`config.mk`:
```
export PLATFORM = sky130hd
export DESIGN_NAME = h_act_pipe_array
export DESIGN_NICKNAME = d
export VERILOG_FILES = /design/src/rtl/h_act_pipe_array.sv
export SDC_FILE = /design/constraint.sdc
export NUM_CORES = 1
export LEC_CHECK = 0
export CORE_MARGIN = 2
export CORE_UTILIZATION = 50
export CTS_CLUSTER_DIAMETER = 100
export DETAILED_ROUTE_END_ITERATION = 10
export MAX_ROUTING_LAYER = met4
export PLACE_DENSITY = 0.77
export SYNTH_ARGS = -nofsm -noshare
export SYNTH_HDL_FRONTEND = slang
export SYNTH_SLANG_ARGS = --single-unit
export TNS_END_PERCENT = 100
```
`constraint.sdc`:
```
create_clock -name clk -period 3.6 [get_ports clk]
set_input_delay 0.36 -clock clk [delete_from_list [all_inputs] [get_ports clk]]
set_output_delay 0.36 -clock clk [all_outputs]
set_load 0.005 [all_outputs]
```
`src/rtl/h_act_pipe_array.sv`:
```
`default_nettype none
// =============================================================================
// Module   : h_act_pipe_array
// Purpose  : Offset-binary accumulator sums -> unipolar activation codes
//            (hardtanh / ReLU / sigmoid), LANES shared units stepped over the
//            channels with valid/ready on both sides.
//            Optional saturation counter: define HACT_SATCNT_EN.
// Revision : 1.0
// =============================================================================
module h_act_pipe_array #(
    parameter int IDIM  = 16,
    parameter int IWID  = 16,
    parameter int ADIM  = 32,
    parameter int OWID  = 8,
    parameter int LANES = 4,
    parameter int ODIM  = IDIM
) (
    input  logic                      clk,
    input  logic                      rst_n,
    input  logic [1:0]                mode,
    input  logic                      in_valid,
    output logic                      in_ready,
    input  logic [IDIM-1:0][IWID-1:0] iData,
    output logic                      out_valid,
    input  logic                      out_ready,
    output logic [ODIM-1:0][OWID-1:0] oData,
`ifdef HACT_SATCNT_EN
    input  logic                      sat_clr,
    output logic [15:0]               sat_cnt,
`endif
    output logic                      busy
);

    localparam int c_nbeat = IDIM / LANES;
    localparam int c_bw    = (c_nbeat > 1) ? $clog2(c_nbeat) : 1;

    localparam logic [IWID-1:0] c_pzer = IWID'(ADIM * (2 ** OWID) / 2);
    localparam logic [IWID-1:0] c_ppon = IWID'(ADIM * (2 ** OWID) / 2 + 2 ** (OWID - 1));
    localparam logic [IWID-1:0] c_pnon = IWID'(ADIM * (2 ** OWID) / 2 - 2 ** (OWID - 1));
    localparam logic [OWID-1:0] c_half = OWID'(2 ** (OWID - 1));
    localparam logic [c_bw-1:0] c_last = c_bw'(c_nbeat - 1);

    typedef enum logic [1:0] {
        S_IDLE = 2'd0,
        S_PROC = 2'd1,
        S_DONE = 2'd2
    } state_t;

    state_t r_state;
    state_t w_state_nxt;
    logic   w_accept;

    // Buffers are shaped [beat][lane] so a beat selects one LANES-wide slice.
    logic [c_nbeat-1:0][LANES-1:0][IWID-1:0] r_ibuf;
    logic [c_nbeat-1:0][LANES-1:0][OWID-1:0] r_obuf;
    logic [1:0]                              r_mode;
    logic [c_bw-1:0]                         r_beat;
    logic [LANES-1:0][OWID-1:0]              w_code;

    // ------------------------------------------------------------------ FSM
    always_ff @(posedge clk or negedge rst_n) begin
        if (!rst_n) begin
            r_state <= S_IDLE;
        end else begin
            r_state <= w_state_nxt;
        end
    end

    always_comb begin
        w_state_nxt = r_state;
        w_accept    = 1'b0;
        in_ready    = 1'b0;
        out_valid   = 1'b0;
        busy        = 1'b0;
        case (r_state)
            S_IDLE: begin
                in_ready = 1'b1;
                if (in_valid) begin
                    w_accept    = 1'b1;
                    w_state_nxt = S_PROC;
                end
            end
            S_PROC: begin
                busy = 1'b1;
                if (r_beat == c_last) begin
                    w_state_nxt = S_DONE;
                end
            end
            S_DONE: begin
                busy      = 1'b1;
                out_valid = 1'b1;
                if (out_ready) begin
                    w_state_nxt = S_IDLE;
                end
            end
            default: begin
                w_state_nxt = S_IDLE;
            end
        endcase
    end

    // ------------------------------------------------------ activation lanes
    generate
        for (genvar l = 0; l < LANES; l++) begin : g_lane
            logic [IWID-1:0] w_x;
            logic [OWID-1:0] w_lo_half;
            logic [OWID-1:0] w_lane;

            assign w_x       = r_ibuf[r_beat][l];
            assign w_lo_half = w_x[OWID-1:0] + c_half;

            always_comb begin
                w_lane = w_lo_half;
                if (w_x >= c_ppon) begin
                    w_lane = '1;
                end else if ((r_mode == 2'd1) && (w_x <= c_pzer)) begin
                    w_lane = c_half;
                end else if ((r_mode != 2'd1) && (w_x <= c_pnon)) begin
                    w_lane = '0;
                end else if (r_mode == 2'd2) begin
                    w_lane = {1'b1, w_x[OWID-1:1]};
                end
            end

            assign w_code[l] = w_lane;
        end
    endgenerate

    // ------------------------------------------------------------- datapath
    always_ff @(posedge clk or negedge rst_n) begin
        if (!rst_n) begin
            r_ibuf <= '0;
            r_obuf <= '0;
            r_mode <= 2'd0;
            r_beat <= '0;
        end else if (w_accept) begin
            r_ibuf <= iData;
            r_mode <= mode;
            r_beat <= '0;
        end else if (r_state == S_PROC) begin
            r_obuf[r_beat] <= w_code;
            r_beat         <= (r_beat == c_last) ? '0 : r_beat + 1'b1;
        end
    end

    assign oData = r_obuf;

`ifdef HACT_SATCNT_EN
    // ------------------------------------------------- saturation counter
    localparam int c_nw = $clog2(LANES + 1);

    logic [LANES-1:0] w_sat;
    logic [c_nw-1:0]  w_nsat;
    logic [16:0]      w_sat_sum;
    logic [15:0]      r_sat_cnt;

    generate
        for (genvar l = 0; l < LANES; l++) begin : g_sat
            // Both clamp branches count, including ReLU's HALF floor.
            assign w_sat[l] = (g_lane[l].w_x >= c_ppon) ||
                              (g_lane[l].w_x <= ((r_mode == 2'd1) ? c_pzer : c_pnon));
        end
    endgenerate

    always_comb begin
        w_nsat = '0;
        for (int l = 0; l < LANES; l++) begin
            w_nsat = w_nsat + c_nw'(w_sat[l]);
        end
        w_sat_sum = {1'b0, r_sat_cnt} + 17'(w_nsat);
    end

    always_ff @(posedge clk or negedge rst_n) begin
        if (!rst_n) begin
            r_sat_cnt <= 16'd0;
        end else if (sat_clr) begin
            r_sat_cnt <= 16'd0;
        end else if (r_state == S_PROC) begin
            r_sat_cnt <= w_sat_sum[16] ? 16'hFFFF : w_sat_sum[15:0];
        end
    end

    assign sat_cnt = r_sat_cnt;
`endif

endmodule
`default_nettype wire
```
* Word-level counts from Yosys, hierarchy flattened *
Index checks and enable logic that the tools add are counted.

word-level totals
  bits in registers = 390
  output and inout port bits = 131

operators by class
  $add $sub $neg = 5
  bitwise logic cells = 1
  equality and inequality tests = 9
  muxes and demuxes = 33
  order comparisons = 14
  reductions and logical operators = 14

operators by type and width
  operator                                                                               count
  64-bit binary-select mux with 2-bit select                                             1
  128-bit bitwise mux                                                                    1
  8-bit two-way mux                                                                      16
  32-bit demux with 2-bit select                                                         1
  16-bit by 13-bit greater-or-equal comparator with 1-bit output, second input constant  4
  16-bit by 12-bit <= comparator with 1-bit output, second input constant                4
  16-bit by 13-bit <= comparator with 1-bit output, second input constant                4
  64-bit two-way mux                                                                     1
  8-bit adder, second input constant                                                     4
  32-bit two-way mux                                                                     1
  2-bit two-way mux                                                                      6
  1-bit logical AND                                                                      9
  2-bit equality test, second input constant                                             3
  2-bit inequality test, second input constant                                           3
  2-bit one-hot mux with 3 select lines                                                  1
  1-bit two-way mux                                                                      5
  2-bit by 1-bit equality test with 1-bit output, second input constant                  2
  2-bit by 3-bit < comparator with 1-bit output, second input constant                   1
  3-bit AND reduction                                                                    1
  2-bit by 1-bit adder with 2-bit output, second input constant                          1
  2-bit by 1-bit greater-or-equal comparator with 1-bit output, second input constant    1
  2-bit logical NOT                                                                      1
  2-bit by 1-bit inequality test with 1-bit output, second input constant                1
  2-bit AND reduction                                                                    1
  other kinds (3)                                                                        3

* Longest topological paths before layout *
  depth in word-level cells = 8
  depth in mapped cells = 10

* Worst setup path before layout *
No wires, ideal clock.

  kind = reg-to-reg
  start = reg r_beat[1]
  end = reg r_obuf (netlist bit oData[14])
  data required time = 3457 ps
  setup time = 143 ps
  setup slack = 900 ps
  cell stages (with the launch flop) = 9
  clock period less this slack = 2700 ps
  data arrival time = 2557 ps
  cell sequence = dfrtp_1 > buf_2 > clkbuf_1 > mux4_1 > or4_4 > or2_0 > o22a_4 > a21boi_4 > a211oi_1

on the way
  longest elaborated chain between the ends = 8

RTL lines
  what                                                                                    line      RTL
  start, declared                                                                         57        logic [c_bw-1:0] r_beat;
  start signal, assigned                                                                  142       r_beat <= (r_beat == c_last) ? '0 : r_beat + 1'b1;
  64-bit binary-select mux with 2-bit select                                              109       assign w_x = r_ibuf[r_beat][l];
  64-bit two-way mux                                                                      n/a
  16-bit by 12-bit <= comparator with 1-bit output / 8-bit adder (equally long branches)  118, 110
  1-bit logical AND / 8-bit two-way mux (equally long branches)                           118, 120
  8-bit two-way mux                                                                       118       end else if ((r_mode != 2'd1) && (w_x <= c_pnon)) begin
  8-bit two-way mux                                                                       116       end else if ((r_mode == 2'd1) && (w_x <= c_pzer)) begin
  8-bit two-way mux                                                                       114       if (w_x >= c_ppon) begin
  128-bit bitwise mux *                                                                   141       r_obuf[r_beat] <= w_code;
  end signal, assigned by index                                                           141
  end, declared                                                                           55        logic [c_nbeat-1:0][LANES-1:0][OWID-1:0] r_obuf;

Mark *: on every way between the ends. The rest lies on a longest branch, timed or not. The select of a mux whose other input is x is not followed.
A chain may end at the register's enable or synchronous reset.

* Worst setup path after layout *
  start = reg r_beat[0]
  end = reg r_obuf (netlist bit oData[43])

The elaborated chain is that of the path after synthesis.

==> results.py <==
metrics = {
    "flow_run": {
        "max_cap_violations": 0,
    },
    "global_route": {
        "antenna_found_initial": 4,
        "grt_max_degree": 89,
        "first_global_vias": 13000,
        "grt_use_total": 0.281,
        "overflow": 0,
        "grt_pass1_wl_um": 76000,
    },
    "final_layout": {
        "fill_cells": 2578,
        "utilization": 0.671,
        "regArea_um2": 9770,
        "layout.nets": 1928,
        "area_growth_pct": 33.4,
        "multi_input_area_um2": 7680,
        "drive_gt1_frac": 0.298,
    },
    "synth": {
        "avgSynthCellArea_um2": 14.3,
        "synth_seq_area_share": 0.549,
        "synthCells": 1246,
        "synth_ff_type": "dfrtp_1",
        "synth-edff-count": 0,
        "syn_area_um2": 17800,
        "syn_nets": 1515,
        "synth.ff_latch_count": 390,
        "synthDistinctLibCells": 38,
        "synthArstFlopShare": 1.00,
        "ys_warn_count": 0,
    },
    "drt": {
        "top_layer": "met4",
        "m1WireLength_um": 21400,
        "drc": 0,
        "dr_wl_met2_um": 24200,
        "avgRoutedWirePerCell_um": 22.9,
        "vias_per_cell": 5.64,
        "vias": 12200,
        "first_pass_iters": 6,
        "dr_wl_met3_um": 2970,
        "drt_iter0_markers": 700,
        "antenna_left": 0,
        "wl_um": 49400,
    },
    "timing": {
        "finClkSkew_ns": 0.00941,
        "finalSetupViolCount": 0,
        "fin_crit_ns": 3.27,
        "setup_tns_ns": 0,
        "fmax_ghz": 0.306,
        "min_period_over_period": 0.908,
        "hold_violations": 0,
        "drv_slew": 0,
        "tightest_slew_ns": 1.32,
        "rsz0062_at_grt": "false",
        "slew_headroom": 0.120,
    },
    "critical_path": {
        "cp-end-kind": "flip-flop",
        "start_kind": "flip-flop",
        "required_ns": 3.95,
        "worstPathArrival_ns": 3.62,
        "critPathKind": "reg -> reg",
        "reg2reg_slack_ns": 0.33,
        "r2r_end": "oData[43]$_DFFE_PN0P_",
        "crit_fanout": 26,
        "r2r_start": "r_beat[0]$_DFFE_PN0P_",
        "rr_worst_depth": 7,
    },
    "pwr": {
        "p_per_area_nw_per_um2": 877,
        "p_int_mw": 13.4,
        "switching_share": 0.355,
        "power_frac_comb": 0.437,
        "ir_worst_vdd_mv": 0.461,
        "seqPwrFrac": 0.374,
        "p_leak_nw": 9.38,
        "power_frac_clock": 0.189,
        "p_switching_mw": 7.38,
    },
    "clock_network": {
        "path_clk_slew_ns": 0.06,
        "htree_levels": 2,
        "clock_latency_ns": 0.52,
        "cts-buffers-inserted": 41,
        "cts_tree": "built",
        "root_buffer": "clkbuf_16",
        "cts_resized": 0,
        "ctsLongestPathBuffers": 3,
        "clkSinkCount": 390,
    },
    "place": {
        "globalplace.congestion": 0.837,
        "dp_hpwl_um": 37400,
        "port_buffers": 392,
    },
    "die": {
        "fp.dieW_um": 192,
        "dieArea_um2": 37000,
        "rows": 69,
        "num_io_pins": 393,
        "core_area_um2": 35300,
        "initial_utilization": 0.503,
        "die_h_um": 192,
    },
    "worst_hold_path": {
        "hold_class": "in -> async",
    },
    "status": {
        "status": "finished clean",
    },
}
[how the worst max path moves through the flow]
stage / start / end / slack (ns) / cells past startpoint
6_report: r_beat[0]$_DFFE_PN0P_ / oData[43]$_DFFE_PN0P_ / 0.33 / 7
5_1_grt: r_beat[0]$_DFFE_PN0P_ / oData[43]$_DFFE_PN0P_ / 0.18 / 7
4_1_cts: r_beat[0]$_DFFE_PN0P_ / oData[74]$_DFFE_PN0P_ / 0.33 / 7
3_5_place_dp: r_beat[0]$_DFFE_PN0P_ / oData[74]$_DFFE_PN0P_ / 0.35 / 7
3_3_place_gp: r_beat[0]$_DFFE_PN0P_ / oData[14]$_DFFE_PN0P_ / 0.42 / 7
2_1_floorplan: r_beat[1]$_DFFE_PN0P_ / oData[14]$_DFFE_PN0P_ / 0.90 / 8
[state kept, by name (all words and copies together), names as in the netlist]
name     count
oData      128
r_beat       2
r_state      2
r_ibuf     256
r_mode       2
[per-layer routing]
layer / track usage / vias up
met1: 0.371 / 6264
met3: 0.0560 / 68
met2: 0.450 / 365
met5: - / -
li1: - / 5479
met4: 0.0655 / 0
[layout make-up]
cell class	instances	share of cell area
Inverter	8	0.00127
Sequential cell	390	0.412
Clock inverter	18	0.00406
Antenna cell	9	0.000950
Multi-Input combinational cell	783	0.324
Timing Repair Buffer	435	0.185
Tap cell	461	0.0243
Clock buffer	54	0.0479
[metrics by stage]
stage | hold slack [ns] | total power, mW | instances | area, µm² | setup WS [ns]
after floorplan | 0.0644 | 13.1 | 1246 | 17800 | 0.900
after global placement | 0.413 | 16.6 | 2076 | 22400 | 0.423
after detailed placement | 0.419 | 16.9 | 2076 | 22400 | 0.353
after CTS | 0.430 | 20.9 | 2149 | 23700 | 0.326
after global routing | 0.431 | 22.0 | 2153 | 23700 | 0.182
final | 0.433 | 20.8 | 2158 | 23700 | 0.330
[layout by cell type (no fill, tap or decap), types with 6 or more instances in the layout]
| cell type | synthesis | routed |
|---|---|---|
| clkbuf_8 | 0 | 6 |
| inv_1 | 7 | 7 |
| nand2_1 | 20 | 19 |
| or4_4 | 8 | 8 |
| nand3_1 | 15 | 15 |
| mux4_2 | 47 | 47 |
| nor3_1 | 13 | 13 |
| mux2i_1 | 33 | 33 |
| clkdlybuf4s50_1 | 0 | 391 |
| clkinv_2 | 0 | 16 |
| dfrtp_1 | 390 | 388 |
| clkbuf_16 | 0 | 41 |
| nor2_1 | 149 | 148 |
| buf_4 | 2 | 31 |
| diode_2 | 0 | 9 |
| mux4_1 | 13 | 13 |
| a21oi_2 | 28 | 28 |
| a21boi_4 | 20 | 20 |
| buf_12 | 1 | 11 |
| ha_1 | 7 | 7 |
| clkbuf_1 | 46 | 7 |
| a21oi_1 | 11 | 11 |
| mux2_2 | 262 | 262 |
| a211oi_1 | 112 | 112 |
[what timing repair did]
item / in CTS / in global routing
hold buffers: 1 / 0
buffers inserted: 0 / 0
hold endpoints to repair: 82 / 0
[worst max-delay path, cell delays in order, from the launching register on]
cell	delay, ns
dfrtp_4	0.74
buf_12	0.27
mux4_2	0.57
or4_4	0.55
or2_0	0.26
o22a_4	0.30
a21boi_4	0.28
a211oi_1	0.10
[synth_stat cells (3+ instances only)]
| master | instances | area [µm²] |
|---|---|---|
| a211oi_1 | 112 | 841 |
| a21boi_4 | 20 | 375 |
| a21oi_1 | 11 | 55.1 |
| a21oi_2 | 28 | 245 |
| a21oi_4 | 4 | 65.1 |
| and2_1 | 3 | 18.8 |
| buf_1 | 9 | 33.8 |
| buf_2 | 3 | 15.0 |
| buf_6 | 4 | 45.0 |
| clkbuf_1 | 46 | 173 |
| dfrtp_1 | 390 | 9760 |
| ha_1 | 7 | 87.6 |
| inv_1 | 7 | 26.3 |
| mux2_2 | 262 | 2950 |
| mux2i_1 | 33 | 330 |
| mux4_1 | 13 | 342 |
| mux4_2 | 47 | 1060 |
| nand2_1 | 20 | 75.1 |
| nand3_1 | 15 | 75.1 |
| nor2_1 | 149 | 559 |
| nor3_1 | 13 | 65.1 |
| nor3_2 | 4 | 40.0 |
| nor4_4 | 4 | 85.1 |
| nor4b_1 | 4 | 35.0 |
| o21ai_4 | 4 | 65.1 |
| o21ba_2 | 4 | 40.0 |
| o22a_4 | 4 | 70.1 |
| o32ai_1 | 4 | 35.0 |
| or4_4 | 8 | 90.1 |
[cells by family after synthesis]
group	synth area share
fa+ha+maj	0.00493
compound gates	0.102
buf+inv	0.0187
mux	0.264
simple gates	0.0614
flops	0.549
[power by group through the flow]
stage	clock network, mW	registers, mW	logic, mW
after floorplan	0	7.32	5.74
after global placement	0	7.71	8.84
after detailed placement	0	7.83	9.07
after CTS	3.96	7.77	9.13
after global routing	4.18	8.02	9.78
final	3.92	7.78	9.09
(Power assumes the default switching activity.)
